$ cat src/rtl/calc1_pkg.sv
// Shared calc1 protocol constants: command codes, response codes and responder FSM encoding.
package calc1_pkg;
    typedef logic [0:3]  cmd_t;
    typedef logic [0:1]  rsp_t;
    typedef logic [0:31] word_t;

    localparam cmd_t CMD_NOP = 4'd0;
    localparam cmd_t CMD_ADD = 4'd1;
    localparam cmd_t CMD_SUB = 4'd2;
    localparam cmd_t CMD_LSH = 4'd5;
    localparam cmd_t CMD_RSH = 4'd6;

    localparam rsp_t RSP_NONE = 2'd0;
    localparam rsp_t RSP_SUCC = 2'd1;
    localparam rsp_t RSP_INOF = 2'd2;
    localparam rsp_t RSP_IERR = 2'd3;

    // Three bits so that corrupted encodings exist and can be caught.
    localparam logic [2:0] ST_IDLE  = 3'd0;
    localparam logic [2:0] ST_OPND2 = 3'd1;
    localparam logic [2:0] ST_EXEC  = 3'd2;
    localparam logic [2:0] ST_RESP  = 3'd3;
endpackage

$ cat src/rtl/calc1_port_responder_if.sv
// One calc1 requester port: command/operand in, response/status out.
interface calc1_port_responder_if;
    import calc1_pkg::*;
    cmd_t  req_cmd_in;
    word_t req_data_in;
    rsp_t  out_resp;
    word_t out_data;
    logic  busy;
    logic  proto_err;

    modport master (output req_cmd_in, req_data_in,
                    input  out_resp, out_data, busy, proto_err);
    modport slave  (input  req_cmd_in, req_data_in,
                    output out_resp, out_data, busy, proto_err);
endinterface

$ cat src/rtl/calc1_alu.sv
// Combinational calc1 execute stage: unsigned add/sub/shift with overflow reporting.
module calc1_alu
    import calc1_pkg::*;
(
    input  cmd_t  cmd,
    input  word_t op1,
    input  word_t op2,
    output rsp_t  resp,
    output word_t data
);
    logic [32:0] sum;
    logic [4:0]  shamt;

    assign sum   = {1'b0, op1} + {1'b0, op2};
    assign shamt = op2[27:31];

    always_comb begin
        resp = RSP_INOF;
        data = '0;
        case (cmd)
            CMD_NOP: resp = RSP_NONE;
            CMD_ADD: if (!sum[32]) begin
                resp = RSP_SUCC;
                data = sum[31:0];
            end
            CMD_SUB: if (op2 <= op1) begin
                resp = RSP_SUCC;
                data = op1 - op2;
            end
            CMD_LSH: begin
                resp = RSP_SUCC;
                data = op1 << shamt;
            end
            CMD_RSH: begin
                resp = RSP_SUCC;
                data = op1 >> shamt;
            end
            default: ;
        endcase
    end
endmodule

$ cat src/rtl/calc1_port_responder.sv
// Single-port calc1 responder: capture cmd/op1, then op2, wait LATENCY cycles, respond once.
module calc1_port_responder
    import calc1_pkg::*;
#(
    parameter int LATENCY = 3
) (
    input logic                     c_clk,
    input logic                     reset,
    calc1_port_responder_if.slave   bus
);
    logic [2:0] state;
    logic [3:0] cnt;
    cmd_t       cmd_q;
    word_t      op1_q;
    word_t      op2_q;
    rsp_t       resp_q;
    word_t      data_q;
    logic       busy_q;
    logic       perr_q;
    rsp_t       alu_resp;
    word_t      alu_data;
    logic       cmd_valid;

    assign cmd_valid = (bus.req_cmd_in != CMD_NOP);

    calc1_alu u_alu (
        .cmd  (cmd_q),
        .op1  (op1_q),
        .op2  (op2_q),
        .resp (alu_resp),
        .data (alu_data)
    );

    always_ff @(posedge c_clk or negedge reset) begin
        if (!reset) begin
            state  <= ST_IDLE;
            cnt    <= '0;
            cmd_q  <= CMD_NOP;
            op1_q  <= '0;
            op2_q  <= '0;
            resp_q <= RSP_NONE;
            data_q <= '0;
            busy_q <= 1'b0;
            perr_q <= 1'b0;
        end else begin
            // Response outputs are single-cycle pulses unless EXEC loads them.
            resp_q <= RSP_NONE;
            data_q <= '0;
            case (state)
                ST_IDLE: if (cmd_valid) begin
                    cmd_q  <= bus.req_cmd_in;
                    op1_q  <= bus.req_data_in;
                    busy_q <= 1'b1;
                    state  <= ST_OPND2;
                end
                ST_OPND2: begin
                    op2_q <= bus.req_data_in;
                    cnt   <= 4'(LATENCY - 1);
                    state <= ST_EXEC;
                    if (cmd_valid) perr_q <= 1'b1;
                end
                ST_EXEC: begin
                    if (cmd_valid) perr_q <= 1'b1;
                    if (cnt == '0) begin
                        resp_q <= alu_resp;
                        data_q <= alu_data;
                        state  <= ST_RESP;
                    end else begin
                        cnt <= cnt - 4'd1;
                    end
                end
                ST_RESP: begin
                    if (cmd_valid) perr_q <= 1'b1;
                    busy_q <= 1'b0;
                    state  <= ST_IDLE;
                end
                default: begin
                    resp_q <= RSP_IERR;
                    busy_q <= 1'b0;
                    state  <= ST_IDLE;
                end
            endcase
        end
    end

    assign bus.out_resp  = resp_q;
    assign bus.out_data  = data_q;
    assign bus.busy      = busy_q;
    assign bus.proto_err = perr_q;
endmodule

$ cat src/flat_wrapper.sv
// flat-port wrapper written by rule: the top's interface ports become plain ports
module calc1_port_responder_flat import calc1_pkg::*;
#(
    parameter int LATENCY = 3
)
  (c_clk, reset, bus_req_cmd_in, bus_req_data_in, bus_out_resp, bus_out_data, bus_busy, bus_proto_err);
  calc1_port_responder_if bus_i ();
  input logic c_clk;
  input logic reset;
  input wire logic [$bits(bus_i.req_cmd_in)-1:0] bus_req_cmd_in;
  input wire logic [$bits(bus_i.req_data_in)-1:0] bus_req_data_in;
  output wire logic [$bits(bus_i.out_resp)-1:0] bus_out_resp;
  output wire logic [$bits(bus_i.out_data)-1:0] bus_out_data;
  output wire logic [$bits(bus_i.busy)-1:0] bus_busy;
  output wire logic [$bits(bus_i.proto_err)-1:0] bus_proto_err;
  assign bus_i.req_cmd_in = bus_req_cmd_in;
  assign bus_i.req_data_in = bus_req_data_in;
  assign bus_out_resp = bus_i.out_resp;
  assign bus_out_data = bus_i.out_data;
  assign bus_busy = bus_i.busy;
  assign bus_proto_err = bus_i.proto_err;
  calc1_port_responder #(.LATENCY(LATENCY)) u_core (.c_clk(c_clk), .reset(reset), .bus(bus_i));
endmodule
$ cat config.mk
export PLATFORM = sky130hd
export DESIGN_NAME = calc1_port_responder_flat
export DESIGN_NICKNAME = d
export VERILOG_FILES = /design/src/rtl/calc1_pkg.sv /design/src/rtl/calc1_port_responder_if.sv /design/src/rtl/calc1_alu.sv /design/src/rtl/calc1_port_responder.sv /design/src/flat_wrapper.sv
export SDC_FILE = /design/constraint.sdc
export NUM_CORES = 1
export LEC_CHECK = 0
export BUFFER_PORTS_ARGS = -buffer_cell sky130_fd_sc_hd__clkbuf_2
export CAP_MARGIN = 40
export CORE_ASPECT_RATIO = 0.5
export CORE_MARGIN = 5
export CORE_UTILIZATION = 35
export CTS_CLUSTER_DIAMETER = 100
export DETAILED_ROUTE_END_ITERATION = 10
export GPL_TIMING_DRIVEN = 1
export PLACE_DENSITY = 0.49
export SKIP_LAST_GASP = 1
export SLEW_MARGIN = 10
export SYNTH_ARGS = -nofsm -noshare
export SYNTH_HDL_FRONTEND = slang
export SYNTH_SLANG_ARGS = --single-unit
$ cat constraint.sdc
create_clock -name c_clk -period 4.7 [get_ports c_clk]
set_clock_uncertainty 0.05 [all_clocks]
set_input_delay 0.47 -clock c_clk [delete_from_list [all_inputs] [get_ports c_clk]]
set_output_delay 0.47 -clock c_clk [all_outputs]
set_load 0.03 [all_outputs]
# == Yosys cells after proc, flatten, opt, wreduce, memory -nomap -nowiden ==
# Index checks and enable logic that the tools add are counted.
# op_classes
add_sub_neg,3
n_eq_ne,10
n_bitwise,1
reduce_logical,14
shifts,2
muxes,17
magnitude_cmp,1
# op_table
cell,n
32-bit 2-to-1 mux,4
32-bit case mux with 4 select lines,1
32-bit by 32-bit adder with 33-bit output,1
32-bit less-or-equal comparator,1
32-bit by 5-bit << shifter with 32-bit output,1
32-bit by 5-bit right shift with 32-bit output,1
32-bit subtractor,1
2-bit AND reduction,5
3-bit case mux with 3 select lines,1
"4-bit by 3-bit == test with 1-bit output, second input constant",2
4-bit logical NOT,2
2-bit case mux with 4 select lines,1
4-bit case mux with 2 select lines,1
"3-bit by 2-bit == test with 1-bit output, second input constant",2
2-bit 2-to-1 mux,3
3-bit 2-to-1 mux,2
3-bit OR reduction,2
"4-bit by 1-bit == test with 1-bit output, second input constant",1
"4-bit by 2-bit == test with 1-bit output, second input constant",1
4-bit 2-to-1 mux,1
"2-bit by 1-bit != test with 1-bit output, second input constant",2
2-bit case mux with 2 select lines,1
4-bit nonzero test,1
2-bit OR reduction,2
other kinds (8),8
# word_totals
elab_cells,57
out_inout_bits,36
input_bits,38
ff_bits,111

# == Logic depth before layout (Yosys ltp) ==
# logic_depth
word_depth,5
mapped_depth,17
mapped_depth_nobuf,13

# == Cells and area by module ==
# From an unflattened synthesis, not the netlist that was laid out.
# unflattened
cells_unflattened,1343
hier_area_um2,11363.4
# by_module_without_submodules
module,instances,cells_per_inst,area_each_um2,seq_area_each_um2
calc1_alu,1,1080,7287.0,0.0
calc1_port_responder,1,263,4076.4,2752.6

# == Least setup slack after synthesis ==
# OpenSTA, ideal clock, no wires.
# synth_timing
path_type,register to register
from,reg u_core.op2_q[2]
to,reg u_core.data_q[24] (netlist: u_core.bus.out_data[24])
setup_slack_ns,0.788
period_less_slack_ns,3.912
path_stages_with_launch,15
n_path_buf,3
required_ns,4.518
setup_time_ns,0.132
arrival_ns,3.730
cell_sequence,dfrtp_1 -> inv_2 -> buf_1 -> buf_1 -> ha_1 -> nor2_1 -> o311ai_1 -> a31o_2 -> o211a_1 -> or4_4 -> and3_1 -> buf_6 -> a221o_1 -> a21oi_1 -> nor2_1
# synth_between
elab_chain_cells,5
elab_cells_between_ends,10
cone_classes,add/sub (2); order compare (1); shift (2); mux (5)
# synth_rtl
item,line_no,text
from (decl),calc1_port_responder.sv:15,word_t op2_q;
from (signal assigned),calc1_port_responder.sv:57,op2_q <= bus.req_data_in;
"32-bit subtractor, or another cell as far along",calc1_alu.sv:28,data = op1 - op2;
"32-bit 2-to-1 mux, on equally long branches","calc1_alu.sv:26, calc1_alu.sv:22",
32-bit case mux with 4 select lines *,calc1_alu.sv:20,case (cmd)
32-bit 2-to-1 mux *,calc1_port_responder.sv:64,if (cnt == '0) begin
32-bit 2-to-1 mux *,calc1_port_responder.sv:49,case (state)
to (signal assigned),calc1_port_responder.sv:66,data_q <= alu_data;
to (decl),calc1_port_responder.sv:17,word_t data_q;
# Mark *: on every way between the ends. The rest lies on a longest branch, timed or not.
# A chain may end at the register's enable or synchronous reset.

# == Worst setup path in the final report ==
# layout_timing
from,reg u_core.op1_q[0]
to,reg u_core.data_q[30] (netlist: u_core.bus.out_data[30])
# layout_between
elab_chain_cells,5
elab_cells_between_ends,10
cone_classes,add/sub (2); order compare (1); shift (2); mux (5)
# layout_rtl
item,line_no,text
from (decl),calc1_port_responder.sv:14,word_t op1_q;
from (signal assigned),calc1_port_responder.sv:52,op1_q <= bus.req_data_in;
"32-bit subtractor, or another cell as far along",calc1_alu.sv:28,
"32-bit 2-to-1 mux, on equally long branches","calc1_alu.sv:26, calc1_alu.sv:22",
32-bit case mux with 4 select lines *,calc1_alu.sv:20,
32-bit 2-to-1 mux *,calc1_port_responder.sv:64,
32-bit 2-to-1 mux *,calc1_port_responder.sv:49,
# Marked as above.

==> parameters.txt <==
Parameter                              Value

CTS
  Maximum count of clock buffers along a single path    2
  Clock root buffer    sky130_fd_sc_hd__clkbuf_16
  Clock slew seen by the registers of the worst setup and hold paths    0.09 ns
  Count of hold-fix buffers inserted at cts    1
  Resized Gates After CTS    0
  Level count of the clock H-tree    3
  Buffer count from post-CTS setup fixing    0
  Total number of clock tree sinks    110
  Clock insertion delay at the later pin of the skew report    0.40 ns
  TritonCTS clock tree    yes
  Number of CTS-inserted buffers    9

Min path
  Hold Startpoint    bus_req_data_in[2]
  Class of the worst hold path    input pin to flop
  Number of cells traversed by the worst hold path    3
  WHS Endpoint    u_core.op2_q[2]

STA
  RSZ-0062 raised after global routing    no
  Min Clock Period, post-route    4.49 ns
  Transition time at the pin with the least slew margin    0.878 ns
  Sum of negative setup slack    0 ns
  Period utilisation layout    95.4%
  Final-report max-slew violation count    0
  Fin Hold WS    0.240 ns
  Maximum clock rate    223 MHz
  Number of setup violations in the final report    0
  Worst-case headroom to the max-slew limit    40.9%
  Final number of hold-violating endpoints    0

GRT
  Antenna violations before repair    0
  Global Route Usage Sum    25.5%
  Maximum number of pins on one net before global-route repair    82
  Global-route wire length before repair    69,600 um
  Final global-route overflow total    0
  Via count of the first global-routing pass    10,700

Run status
  Run status    completed

Die
  Vertical die dimension    136 um
  Die area    35,700 um2
  Horizontal extent of the die    262 um
  Initial core utilization    35.4%
  I/O pins    74
  Core outline area    31,500 um2
  Row count    46

Logic synthesis
  Most used DFF post-synth    sky130_fd_sc_hd__dfrtp_1
  Post-synthesis cell area    11,200 um2
  Number of instances in the synthesized netlist    1,445
  Largest area contributor in the netlist    sky130_fd_sc_hd__dfrtp_1
  Largest cells by area after synthesis    sky130_fd_sc_hd__dfrtp_1, sky130_fd_sc_hd__ha_1, sky130_fd_sc_hd__o21ai_0
  Count of flip-flops with a built-in enable after synthesis    0
  Area fraction of the dominant cell type after synthesis    24.7%
  Sequential element share of the synthesized area    24.7%
  Number of warning messages in the yosys log    0
  Flip-flop and latch count after synthesis    110
  Net count of the mapped netlist    1,554
  Fraction of synthesis flops using an asynchronous set or reset pin    100%
  Mean post-synth cell area    7.72 um2
  Number of library cell types mapped by synthesis    81

Critical path
  Depth of the most critical reg-to-reg path    13
  Reg2reg setup slack    0.21 ns
  Critical Path Source Type    flop
  Largest fanout on the critical path    7
  Category of the most critical setup path    flop to flop
  Critical register-to-register path startpoint    u_core.op1_q[0]
  Reg2Reg Capture Point    u_core.bus.out_data[30]
  Kind of end point of the critical path    flop
  Arrival time at the worst endpoint    4.71 ns
  Req. time, crit path    4.93 ns

Detailed routing
  Remaining antenna violation count after routing    0
  Drt first-iter violations    1,317
  DR DRC count    0
  Vias after detailed routing    11,400
  Wire length per cell    24.4 um
  Count of TritonRoute iterations in the first routing pass    7
  Via density    5.99
  Final Routed Wirelength    46,500 um

Layout
  Share of the core filled with cells    38.9%
  Post-layout net count    1,576
  Cell area after layout    12,300 um2
  Synthesis-to-layout area growth    10.1%
  Most common library cell in the layout ignoring fill and taps    sky130_fd_sc_hd__nand2_1
  ANT cells    0
  Fraction of final layout cells with drive strength greater than 1    14.4%
  Commonest cells after routing, fill and taps aside    sky130_fd_sc_hd__nand2_1, sky130_fd_sc_hd__nor2_1, sky130_fd_sc_hd__o21ai_0, sky130_fd_sc_hd__a21oi_1, sky130_fd_sc_hd__dfrtp_1

Place
  Placed instance area    12,000 um2
  Port Buf Inserts    73
  RePlAce Congestion    0.942
  DPL Wire Length    35,900 um

Job
  Reported max-cap violation count    0
-- stage by stage --
stage	std cells	setup slack (ns)
final	1904	0.214
after global routing	1904	0.0766
after CTS	1904	0.396
after detailed placement	1887	0.412
after global placement	1886	0.460
after floorplan	1445	0.788
-- state kept, by name, summed over array words and instances, names as in the netlist --
register              count
u_core.bus.out_data      32
u_core.bus.proto_err      1
u_core.bus.out_resp       2
u_core.cmd_q              4
u_core.cnt                4
u_core.op2_q             32
u_core.op1_q             32
u_core.state              2
u_core.bus.busy           1
-- cells in the mapped netlist, drive strengths merged (20+ instances only) --
master and n:
nand2b 31, ha 69, nor3 25, dfrtp 110, buf 46, a211oi 20, inv 69, a31oi 22
mux2i 49, o22ai 30, o21ai 140, a21oi 135, nor2 153, mux2 44, nand2 156, clkbuf 55
nand3 25
-- cell families after synthesis --
family          share of synthesized area, %
compound gates                          28.3
xor+xnor                                1.73
fa+ha+maj                               8.10
buf+inv                                 6.45
flops                                   24.7
mux                                     12.5
simple gates                            18.2
-- routing by layer --
metal	vias up	share of wire, %	GRT usage, %
li1	5283	-	-
met1	5580	48	37.8
met2	493	41	37.3
met3	41	8.6	6.40
met4	0	1.8	5.72
met5	-	0	0
-- worst max path at each step --
stage / from / end
floorplan: u_core.op2_q[2] / u_core.bus.out_data[24]
global placement: u_core.op1_q[0] / u_core.bus.out_data[30]
detailed placement: u_core.op1_q[0] / u_core.bus.out_data[30]
CTS: u_core.op1_q[0] / u_core.bus.out_data[30]
global route: u_core.op1_q[0] / u_core.bus.out_data[30]
finish: u_core.op1_q[0] / u_core.bus.out_data[30]
-- area by class of cell --
| class | instances | area (um2) |
|---|---|---|
| fillers | 3312 | 19300 |
| multi-input cells | 1160 | 7680 |
| flip-flops and latches | 110 | 2760 |
| repair buffers | 112 | 697 |
| well taps | 432 | 541 |
| inverters | 74 | 278 |
| clock buffers | 9 | 225 |
| clock inverters | 7 | 91.3 |
-- critical path: stages, from the launching register on --
cell,delay (ns)
sky130_fd_sc_hd__dfrtp_1,0.48
sky130_fd_sc_hd__inv_1,0.07
sky130_fd_sc_hd__ha_1,0.23
sky130_fd_sc_hd__fa_1,0.45
sky130_fd_sc_hd__and2b_1,0.24
sky130_fd_sc_hd__o2111ai_1,0.19
sky130_fd_sc_hd__and3_1,0.30
sky130_fd_sc_hd__a2111oi_2,0.64
sky130_fd_sc_hd__o21ai_0,0.38
sky130_fd_sc_hd__a21oi_1,0.36
sky130_fd_sc_hd__a21oi_1,0.20
sky130_fd_sc_hd__or4_1,0.55
sky130_fd_sc_hd__nand4_1,0.13
sky130_fd_sc_hd__a21boi_0,0.09
Power is left out: the tool's default activity adds up to more than one toggle a clock period on the data nets, which glitch-free logic cannot reach.
